$ cat src/rtl/jpeg_dec_pkg.sv
// Shared definitions for the JPEG coefficient block decoder.
//   ZZ         : zigzag index -> raster index table
//   EOB_RS     : AC run/size code for end-of-block
//   ZRL_RS     : AC run/size code for a run of sixteen zeros
//   dec_state_t: decoder FSM states
//   extend()   : JPEG amplitude-bit sign extension into 18-bit signed
//   sat_coeff(): optional saturation of an 18-bit value to a w-bit signed range
package jpeg_dec_pkg;

    localparam logic [5:0] ZZ [0:63] = '{
         0,  1,  8, 16,  9,  2,  3, 10,
        17, 24, 32, 25, 18, 11,  4,  5,
        12, 19, 26, 33, 40, 48, 41, 34,
        27, 20, 13,  6,  7, 14, 21, 28,
        35, 42, 49, 56, 57, 50, 43, 36,
        29, 22, 15, 23, 30, 37, 44, 51,
        58, 59, 52, 45, 38, 31, 39, 46,
        53, 60, 61, 54, 47, 55, 62, 63
    };

    localparam logic [7:0] EOB_RS = 8'h00;
    localparam logic [7:0] ZRL_RS = 8'hF0;

    typedef enum logic [1:0] {
        ST_WAIT_DC,
        ST_AC,
        ST_OUT
    } dec_state_t;

    // Low s bits of v are the amplitude; a clear top bit marks a negative value.
    function automatic logic signed [17:0] extend(input logic [17:0] v, input logic [3:0] s);
        logic [17:0] mask;
        logic [17:0] val;
        if (s == 4'd0) return '0;
        mask = (18'd1 << s) - 18'd1;
        val  = v & mask;
        if (val[s - 4'd1]) return $signed(val);
        return $signed(val - mask);
    endfunction

    // With sat_en clear the value is returned untouched; the caller truncates.
    function automatic logic signed [17:0] sat_coeff(input logic signed [17:0] x,
                                                     input int unsigned w,
                                                     input logic sat_en);
        logic signed [17:0] hi;
        logic signed [17:0] lo;
        hi = (18'sd1 <<< (w - 1)) - 18'sd1;
        lo = -hi - 18'sd1;
        if (!sat_en) return x;
        if (x > hi) return hi;
        if (x < lo) return lo;
        return x;
    endfunction

endpackage

$ cat src/rtl/jpeg_dezigzag_rom.sv
// Inverse zigzag lookup: maps a zigzag scan position to its raster position.
//   zz_idx     in  6  zigzag scan index (0..63)
//   raster_idx out 6  raster index (row*8 + col)
module jpeg_dezigzag_rom
    import jpeg_dec_pkg::*;
(
    input  logic [5:0] zz_idx,
    output logic [5:0] raster_idx
);

    assign raster_idx = ZZ[zz_idx];

endmodule

$ cat src/rtl/jpeg_coeff_block_decoder.sv
// Rebuilds 8x8 blocks of quantized coefficients from a Huffman-decoded symbol
// stream: DC prediction per component, run-length expansion, inverse zigzag.
//   clock, reset_n                  : rising-edge clock, synchronous active-low reset
//   sym_valid/sym_ready             : one symbol per accepted cycle
//   sym_is_dc, sym_rs, sym_amp      : symbol kind, {run,size} / DC size, amplitude bits
//   is_luminance                    : DC predictor select, sampled with the DC symbol
//   restart                         : clears both DC predictors
//   blk_valid/blk_ready             : block handshake toward dequantize/IDCT
//   blk_coeffs                      : raster coeff r at [r*COEFF_W +: COEFF_W]
//   blk_is_luminance, blk_err       : block component and protocol-error flag
//   err                             : one-cycle pulse per erroneous symbol
module jpeg_coeff_block_decoder
    import jpeg_dec_pkg::*;
#(
    parameter int COEFF_W = 10,
    parameter int AMP_W   = 16,
    parameter bit SAT_EN  = 1'b1
) (
    input  logic                   clock,
    input  logic                   reset_n,
    input  logic                   sym_valid,
    output logic                   sym_ready,
    input  logic                   sym_is_dc,
    input  logic [7:0]             sym_rs,
    input  logic [AMP_W-1:0]       sym_amp,
    input  logic                   is_luminance,
    input  logic                   restart,
    output logic                   blk_valid,
    input  logic                   blk_ready,
    output logic [64*COEFF_W-1:0]  blk_coeffs,
    output logic                   blk_is_luminance,
    output logic                   blk_err,
    output logic                   err
);

    dec_state_t                state;
    logic [6:0]                k;
    logic signed [COEFF_W-1:0] pred_lum;
    logic signed [COEFF_W-1:0] pred_chr;
    logic [64*COEFF_W-1:0]     coeffs;

    logic                      accept;
    logic [3:0]                run;
    logic [3:0]                size;
    logic [6:0]                k_run;
    logic [6:0]                k_zrl;
    logic [5:0]                raster_idx;
    logic                      dc_size_bad;
    logic                      ac_bad;
    logic [17:0]               amp_ext;
    logic signed [17:0]        pred_sel;
    logic signed [17:0]        dc_diff;
    logic [COEFF_W-1:0]        dc_val;
    logic [COEFF_W-1:0]        ac_val;

    assign sym_ready  = reset_n && (state != ST_OUT);
    assign accept     = sym_valid && sym_ready;
    assign blk_coeffs = coeffs;
    assign amp_ext    = 18'(sym_amp);

    always_comb begin
        run         = sym_rs[7:4];
        size        = sym_rs[3:0];
        k_run       = k + {3'b000, run};
        k_zrl       = k + 7'd16;
        dc_size_bad = (size > 4'd11);
        ac_bad      = (size == 4'd0) || (size > 4'd10);
        // restart takes effect ahead of a DC decoded in the same cycle
        if (restart)           pred_sel = '0;
        else if (is_luminance) pred_sel = 18'(pred_lum);
        else                   pred_sel = 18'(pred_chr);
        dc_diff = dc_size_bad ? '0 : extend(amp_ext, size);
        dc_val  = COEFF_W'(sat_coeff(pred_sel + dc_diff, COEFF_W, SAT_EN));
        ac_val  = ac_bad ? '0 : COEFF_W'(sat_coeff(extend(amp_ext, size), COEFF_W, SAT_EN));
    end

    jpeg_dezigzag_rom u_dezigzag (
        .zz_idx     (k_run[5:0]),
        .raster_idx (raster_idx)
    );

    always_ff @(posedge clock) begin
        if (!reset_n) begin
            state            <= ST_WAIT_DC;
            k                <= '0;
            pred_lum         <= '0;
            pred_chr         <= '0;
            coeffs           <= '0;
            blk_valid        <= 1'b0;
            blk_is_luminance <= 1'b0;
            blk_err          <= 1'b0;
            err              <= 1'b0;
        end else begin
            err <= 1'b0;
            if (restart) begin
                pred_lum <= '0;
                pred_chr <= '0;
            end
            case (state)
                ST_WAIT_DC: begin
                    if (accept) begin
                        if (sym_is_dc) begin
                            coeffs <= {{(63*COEFF_W){1'b0}}, dc_val};
                            if (is_luminance) pred_lum <= dc_val;
                            else              pred_chr <= dc_val;
                            blk_is_luminance <= is_luminance;
                            blk_err          <= dc_size_bad;
                            err              <= dc_size_bad;
                            k                <= 7'd1;
                            state            <= ST_AC;
                        end else begin
                            err <= 1'b1;
                        end
                    end
                end
                ST_AC: begin
                    if (accept) begin
                        if (sym_is_dc) begin
                            err       <= 1'b1;
                            blk_err   <= 1'b1;
                            blk_valid <= 1'b1;
                            state     <= ST_OUT;
                        end else if (sym_rs == EOB_RS) begin
                            blk_valid <= 1'b1;
                            state     <= ST_OUT;
                        end else if (sym_rs == ZRL_RS) begin
                            k <= k_zrl;
                            if (k_zrl > 7'd64) begin
                                err     <= 1'b1;
                                blk_err <= 1'b1;
                            end
                            if (k_zrl >= 7'd64) begin
                                blk_valid <= 1'b1;
                                state     <= ST_OUT;
                            end
                        end else if (k_run > 7'd63) begin
                            err       <= 1'b1;
                            blk_err   <= 1'b1;
                            blk_valid <= 1'b1;
                            state     <= ST_OUT;
                        end else begin
                            coeffs[raster_idx*COEFF_W +: COEFF_W] <= ac_val;
                            if (ac_bad) begin
                                err     <= 1'b1;
                                blk_err <= 1'b1;
                            end
                            k <= k_run + 7'd1;
                            if (k_run == 7'd63) begin
                                blk_valid <= 1'b1;
                                state     <= ST_OUT;
                            end
                        end
                    end
                end
                ST_OUT: begin
                    if (blk_ready) begin
                        blk_valid <= 1'b0;
                        blk_err   <= 1'b0;
                        state     <= ST_WAIT_DC;
                    end
                end
                default: state <= ST_WAIT_DC;
            endcase
        end
    end

endmodule

$ cat config.mk
export PLATFORM = sky130hd
export DESIGN_NAME = jpeg_coeff_block_decoder
export DESIGN_NICKNAME = d
export VERILOG_FILES = /design/src/rtl/jpeg_dec_pkg.sv /design/src/rtl/jpeg_dezigzag_rom.sv /design/src/rtl/jpeg_coeff_block_decoder.sv
export SDC_FILE = /design/constraint.sdc
export NUM_CORES = 2
export LEC_CHECK = 0
export BUFFER_PORTS_ARGS = -buffer_cell sky130_fd_sc_hd__buf_2
export CORE_MARGIN = 1.5
export CORE_UTILIZATION = 50
export DETAILED_ROUTE_END_ITERATION = 12
export PLACE_DENSITY = 0.77
export SETUP_SLACK_MARGIN = 0.3
export SYNTH_ARGS = -nofsm -noshare
export SYNTH_HDL_FRONTEND = slang
export SYNTH_SLANG_ARGS = --single-unit
$ cat constraint.sdc
create_clock -name clock -period 7.6 [get_ports clock]
set_input_delay 0.76 -clock clock [delete_from_list [all_inputs] [get_ports clock]]
set_output_delay 0.76 -clock clock [all_outputs]
set_load 0.01 [all_outputs]
Word-level counts from Yosys, hierarchy flattened
Memories as Yosys holds them, arrays and structs flattened.
Cells that the tools add are included.

storage, ports and cells
  register bits = 673
  logic and storage cells = 165
  input bits = 31
  memories = 1
  memory bits (read-only) = 384

cells by class
  bitwise gates (word level) = 2
  reduce and logical (&&, ||, !) cells = 15
  equal/unequal tests = 19
  muxes and demuxes = 96
  multiply operators = 1
  shifts and indexed selects = 3
  magnitude comparators = 11
  $add $sub $neg = 8

memories
  memory            depth  bits a word  rd ports  clocked after memory_dff  write ports  RTL line                 RTL
  (name not given)  64     6            1         0                         0            jpeg_dezigzag_rom.sv:11  assign raster_idx = ZZ[zz_idx];

operator list
  cell                         number
  $mux W640                    7
  $pmux W640 S2                1
  $bwmux W640                  1
  $shift A10 B34 Y640 const A  1
  $shiftx A10 B34 Y640         1
  $mux W10                     19
  $mux W18                     7
  $mux W7                      7
  $gt A18 B10 Y1 const B       2
  $lt A18 B10 Y1 const B       2
  $mux W1                      36
  $neg A10 Y34                 1
  $mux W2                      10
  $add A18 B18 Y18             1
  $and A16 B18 Y18             1
  $ne A2 B2 Y1 const B         9
  $shl A1 B4 Y18 const A       1
  $sub A18 B1 Y18 const B      1
  $sub A18 B18 Y18             1
  $reduce_and A8 Y1            2
  $ge A7 B7 Y1 const B         2
  $pmux W7 S2                  1
  $mux W6                      2
  $ne A5 B5 Y1 const B         2
  32 further kinds             37

Logic depth before layout (Yosys ltp)
  depth in word-level cells = 23
  gate-level depth with buffers = 36
  gate-level depth less buffers = 28

Modules after synthesis
A second synthesis with hierarchy kept.

second synthesis, totals
  cells, all modules = 4,331
  area total of the unflattened synthesis = 33,318.2 µm²

by module, submodules not included
  module                    times used  seq. area each (µm²)  area an instance (µm²)  cells each
  jpeg_coeff_block_decoder  1           13,472.9              32,563.7                4,231
  jpeg_dezigzag_rom         1           0.0                   754.5                   100

Worst setup path after synthesis
OpenSTA, ideal clock, no wires.

  kind = input to register
  from = in sym_rs[0]
  to = reg coeffs[8] (netlist: blk_coeffs[8])
  setup time = 0.136 ns
  setup slack = -0.587 ns
  stages = 34
  required time = 7.464 ns
  arrival time = 8.051 ns
  cells stage by stage = clkbuf_1 > inv_1 > ha_1 > buf_4 > buf_2 > nor3b_2 > inv_1 > clkbuf_1 > ha_1 > buf_2 > and3b_1 > o41ai_1 > o22ai_1 > o2111ai_1 > or2_2 > o21ai_1 > buf_2 > clkbuf_1 > or3_1 > a21oi_1 > a31oi_1 > nor2_1 > ha_1 > a2111o_1 > or3_1 > a31oi_1 > nor3_1 > a311o_1 > or4_1 > and2_1 > a41o_1 > clkbuf_1 > a2111oi_0 > a211oi_1

on the way
  longest elaborated chain between the ends = 23
  elaborated cells on any way between the ends = 51
  classes of those cells = add/sub: 4; order compare: 6; eq/ne: 3; shift: 2; mux: 31; bitwise: 1; reduce/logical: 4

RTL lines
  what                                                                      RTL line                         RTL
  from (decl)                                                               jpeg_coeff_block_decoder.sv:24   input logic [7:0] sym_rs,
  parallel branches: the longest is 23 deep, another holds $sub A18 B1 Y18  --
  to (signal assigned)                                                      jpeg_coeff_block_decoder.sv:103  coeffs <= {{(63*COEFF_W){1'b0}}, dc_val};
  to (signal, indexed assignment)                                           jpeg_coeff_block_decoder.sv:142  coeffs[raster_idx*COEFF_W +: COEFF_W] <= ac_val;
  to (decl)                                                                 jpeg_coeff_block_decoder.sv:40   logic [64*COEFF_W-1:0] coeffs;

Several ways; the timed one is not identified. The select of a mux whose other input is x is not followed.
A chain may end at the register's enable or synchronous reset.

Worst setup path in the final report
  from = reg k[0]
  to = reg coeffs[327] (netlist: blk_coeffs[327])

on the way
  longest elaborated chain between the ends = 15
  elaborated cells on any way between the ends = 19
  classes of those cells = add/sub: 2; mul: 1; order compare: 1; eq/ne: 1; shift: 2; mux: 9; bitwise: 1; reduce/logical: 1; memory: 1

RTL lines
  what                                                                RTL line                         RTL
  from (decl)                                                         jpeg_coeff_block_decoder.sv:37   logic [6:0] k;
  from (signal assigned)                                              jpeg_coeff_block_decoder.sv:127  k <= k_zrl;
  from (signal assigned)                                              jpeg_coeff_block_decoder.sv:147  k <= k_run + 7'd1;
  $add A7 B4 Y7 (*)                                                   jpeg_coeff_block_decoder.sv:64   k_run = k + {3'b000, run};
  $not A6 Y7 (implied by the code)                                    jpeg_dezigzag_rom.sv:11
  $mem_v2 Z64 W6                                                      --
  $mux W6 (implied by the code) (2 in series)                         jpeg_dezigzag_rom.sv:11
  $mul A6 B3 Y9                                                       jpeg_coeff_block_decoder.sv:142
  $neg A10 Y34                                                        jpeg_coeff_block_decoder.sv:142
  $shiftx A10 B34 Y640 / $shift A10 B34 Y640 (equally long branches)  jpeg_coeff_block_decoder.sv:142
  $bwmux W640                                                         jpeg_coeff_block_decoder.sv:142
  $mux W640                                                           jpeg_coeff_block_decoder.sv:136  end else if (k_run > 7'd63) begin
  $mux W640                                                           jpeg_coeff_block_decoder.sv:126  end else if (sym_rs == ZRL_RS) begin
  $mux W640                                                           jpeg_coeff_block_decoder.sv:123  end else if (sym_rs == EOB_RS) begin
  $mux W640                                                           jpeg_coeff_block_decoder.sv:118  if (sym_is_dc) begin
  $mux W640                                                           jpeg_coeff_block_decoder.sv:117  if (accept) begin
  $pmux W640 S2                                                       jpeg_coeff_block_decoder.sv:99   case (state)

Every way passes the cells marked *; elsewhere a longest branch is shown, timed or not. The select of a mux whose other input is x is not followed.

==> qor.txt <==
DIE AREA = 68270 sq um
Max-slew headroom = 0.1416
HPWL after DPL = 127.3 mm
CTS tree = yes
Clk sinks = 673
Io pins = 676
H-Tree Depth = 3
Placed Cells = 5916
Non-filler cells in the finished layout = 6053
Worst Skew = 34.44 ps
Sequential share of power = 0.249
Syn_nets = 4318
Synth Cell Area = 33360 sq um
Reg2reg start = k[0]
Register area share after synthesis = 0.4039
Async set or reset register ratio after synthesis = 0
Pin count of the biggest net entering global routing = 117
Vias = 40530
Max VDD drop = 0.2321 mV
Std cell rows = 94
Cell count after synthesis = 4231
Maximum fanout along the worst path = 9
Setup slack, reg-to-reg = 550 ps
Syn_area_per_cell = 7.884 sq um
Synth warn = 0
Setup crit start kind = flip-flop
Crit end category = flip-flop
Final worst-path cycle share = 0.9278
Nets@finish = 5215
Area added between synthesis and finish = 31.18%
Pint = 7.795 mW
Hold path depth = 3
Power density cells = 331.0 nW/um^2
Final ANT Viol Nets = 0
CTS clk-pin slew, worst paths = 60 ps
HP Start = sym_valid
Status = finished clean
Post-synth EDFFs = 0
Worst Hold Class = input port to flip-flop
WS Path Type = flip-flop to flip-flop
Clk pwr share = 0.246
WL final = 172.6 mm
Via density = 6.696
Root buffer cell = clkbuf_16
Number of CTS-inserted buffers = 72
CP Data Arrival Time = 7650 ps
Yosys cell types = 108
First-pass GRT wire length = 244.3 mm
GRT Util Overall = 0.4799
Logic pwr share = 0.505
DR iter-0 viols = 6468
Drt drc = 0
Worst-Margin Slew = 1283 ps
Peak Freq = 141.8 MHz
Filler cell count = 5677
DR WL/cell = 28.51 um
Pwr Total = 14.48 mW
R2R cell count = 27
Primary FF master, synth = dfxtp_1
Seq cells post-synth = 673
Worst EP required = 8200 ps
Final hold violations = 0
Slew Limit Fails = 0
Maximum capacitance violations = 0
Worst R2R End = blk_coeffs[327]
Initial Util = 0.5064
Core footprint = 65860 sq um
Clock Latency Late Sink = 650 ps
RSZ-0062 raised after global routing = yes
Die Y = 261.3 um
WHS Endpoint = err
Final setup viols = 0
Hold-fix buffers, CTS = 0
First drt pass iteration count = 9
Gr ovfl total = 0
Total negative slack = 0 ps
Antenna violations before repair = 7
Hold slack = 392.4 ps
Number of buffers added on ports = 675
Clk buf depth = 3
Switching fraction of total power = 0.4618
Vias in the first global route = 36760
Die Wd = 261.3 um
GP Congestion = 1.083
Sw Pwr = 6.688 mW
Share of cells above drive strength 1 = 0.2731
Fin crit period = 7051 ps
Static leakage = 17.97 nW
[flip-flops by register name (all words and copies together) (netlist names)]
| register | cells |
|---|---|
| blk_valid | 1 |
| blk_coeffs | 640 |
| pred_lum | 10 |
| state | 2 |
| blk_err | 1 |
| blk_is_luminance | 1 |
| k | 7 |
| err | 1 |
| pred_chr | 10 |
[layout make-up]
type / instances / area (sq um) / share of cell area
clock inverter: 18 / 316.6 / 0.007235
inverter: 42 / 170.2 / 0.003889
timing repair buffer: 1154 / 7727 / 0.1766
tap: 864 / 1081 / 0.02471
multi-input combinational: 3185 / 18920 / 0.4325
clock buffer: 112 / 2052 / 0.04690
antenna: 5 / 12.51 / 0.0002860
sequential: 673 / 13470 / 0.3079
[metrics by stage]
| step | setup slack (ps) | util | instance area [sq um] |
|---|---|---|---|
| 6_report | 548.7 | 0.6643 | 43760 |
| 5_1_grt | 289.1 | 0.6642 | 43740 |
| 4_1_cts | 432.3 | 0.6630 | 43670 |
| 3_5_place_dp | -98.25 | 0.6271 | 41300 |
| 3_3_place_gp | -95.52 | 0.6271 | 41300 |
| 2_1_floorplan | 261.7 | - | 33750 |
[critical path, cell delays in order (launching register included)]
cell and delay [ps]:
dfxtp_1 330, ha_1 220, fa_2 390, a211o_1 390, and3_1 290, o211ai_1 250, o32ai_1 140, or4_1 600
nand2_1 120, inv_2 40, ha_1 180, ha_1 220, fa_2 370, a21o_1 160, a21o_1 180, and3_1 210
or2_2 310, and3_1 170, ha_1 210, or2_2 360, nor2_4 100, buf_4 210, nand4_1 100, buf_4 230
o22ai_4 330, nand2_1 210, o32ai_2 430, a22o_1 230
[cell usage after synthesis (39+ instances only)]
| library cell | number | share of area |
|---|---|---|
| dfxtp_1 | 673 | 0.40 |
| nand2_1 | 652 | 0.073 |
| o21ai_0 | 503 | 0.075 |
| a21oi_1 | 305 | 0.046 |
| clkbuf_1 | 266 | 0.030 |
| nor2_1 | 206 | 0.023 |
| o31ai_1 | 170 | 0.038 |
| nand3_1 | 167 | 0.025 |
| o21ai_1 | 161 | 0.024 |
| o211ai_1 | 120 | 0.027 |
| nor3_1 | 75 | 0.011 |
| ha_1 | 53 | 0.020 |
| a22o_1 | 50 | 0.013 |
| xnor2_1 | 41 | 0.011 |
| inv_1 | 39 | 0.0044 |
[metal layers]
layer / share of wire / vias to the layer above / track usage / wire [um]
met3: 0.15 / 741 / 0.1663 / 25470
met1: 0.37 / 18940 / 0.6062 / 63060
met4: 0.072 / 8 / 0.2912 / 12360
met5: 0.00033 / - / 0 / 57
li1: - / 17420 / - / -
met2: 0.42 / 3428 / 0.7027 / 71620
[repair_timing]
item | in CTS | in global routing
endpoints found under the setup margin | 0 | 175
gates resized for setup | 0 | 13
buffers inserted | 0 | 2
[worst max path at each step]
| stage | startpoint | end | slack, ps | depth (start not counted) |
|---|---|---|---|---|
| floorplan | sym_rs[0] | blk_coeffs[5] | 260 | 35 |
| global placement | sym_rs[4] | blk_coeffs[394] | -100 | 31 |
| detailed placement | sym_rs[4] | blk_coeffs[394] | -100 | 31 |
| CTS | k[0] | blk_coeffs[394] | 430 | 30 |
| global route | k[0] | blk_coeffs[394] | 290 | 28 |
| finish | k[0] | blk_coeffs[327] | 550 | 27 |
[power groups by stage]
stage,Clock (mW),Sequential (mW),Combinational (mW)
2_1_floorplan,0,3.68,3.33
3_3_place_gp,0,3.68,6.81
3_5_place_dp,0,3.68,6.81
4_1_cts,3.54,3.60,6.85
5_1_grt,3.68,3.60,7.44
6_report,3.56,3.60,7.32
[placed cells by master, fill, tap and decap left out, types with 160 or more instances in the layout]
master,synthesis,routed
buf_2,32,674
dfxtp_1,673,673
nand2_1,652,641
o21ai_0,503,501
buf_4,2,420
a21oi_1,305,302
nor2_1,206,196
o31ai_1,170,170
o21ai_1,161,162
nand3_1,167,160
[kinds of logic (layout without fill, tap and decap cells)]
logic type	after synthesis	in the layout	share of synthesized area
xor+xnor	56	56	0.01470
other cells	0	5	0
fa+ha+maj	56	56	0.02168
buf+inv	373	1326	0.04362
compound gates	1693	1693	0.3210
simple gates	1341	1341	0.1827
flops	673	673	0.4039
mux	39	39	0.01238
Power figures use the tool's default switching activity.
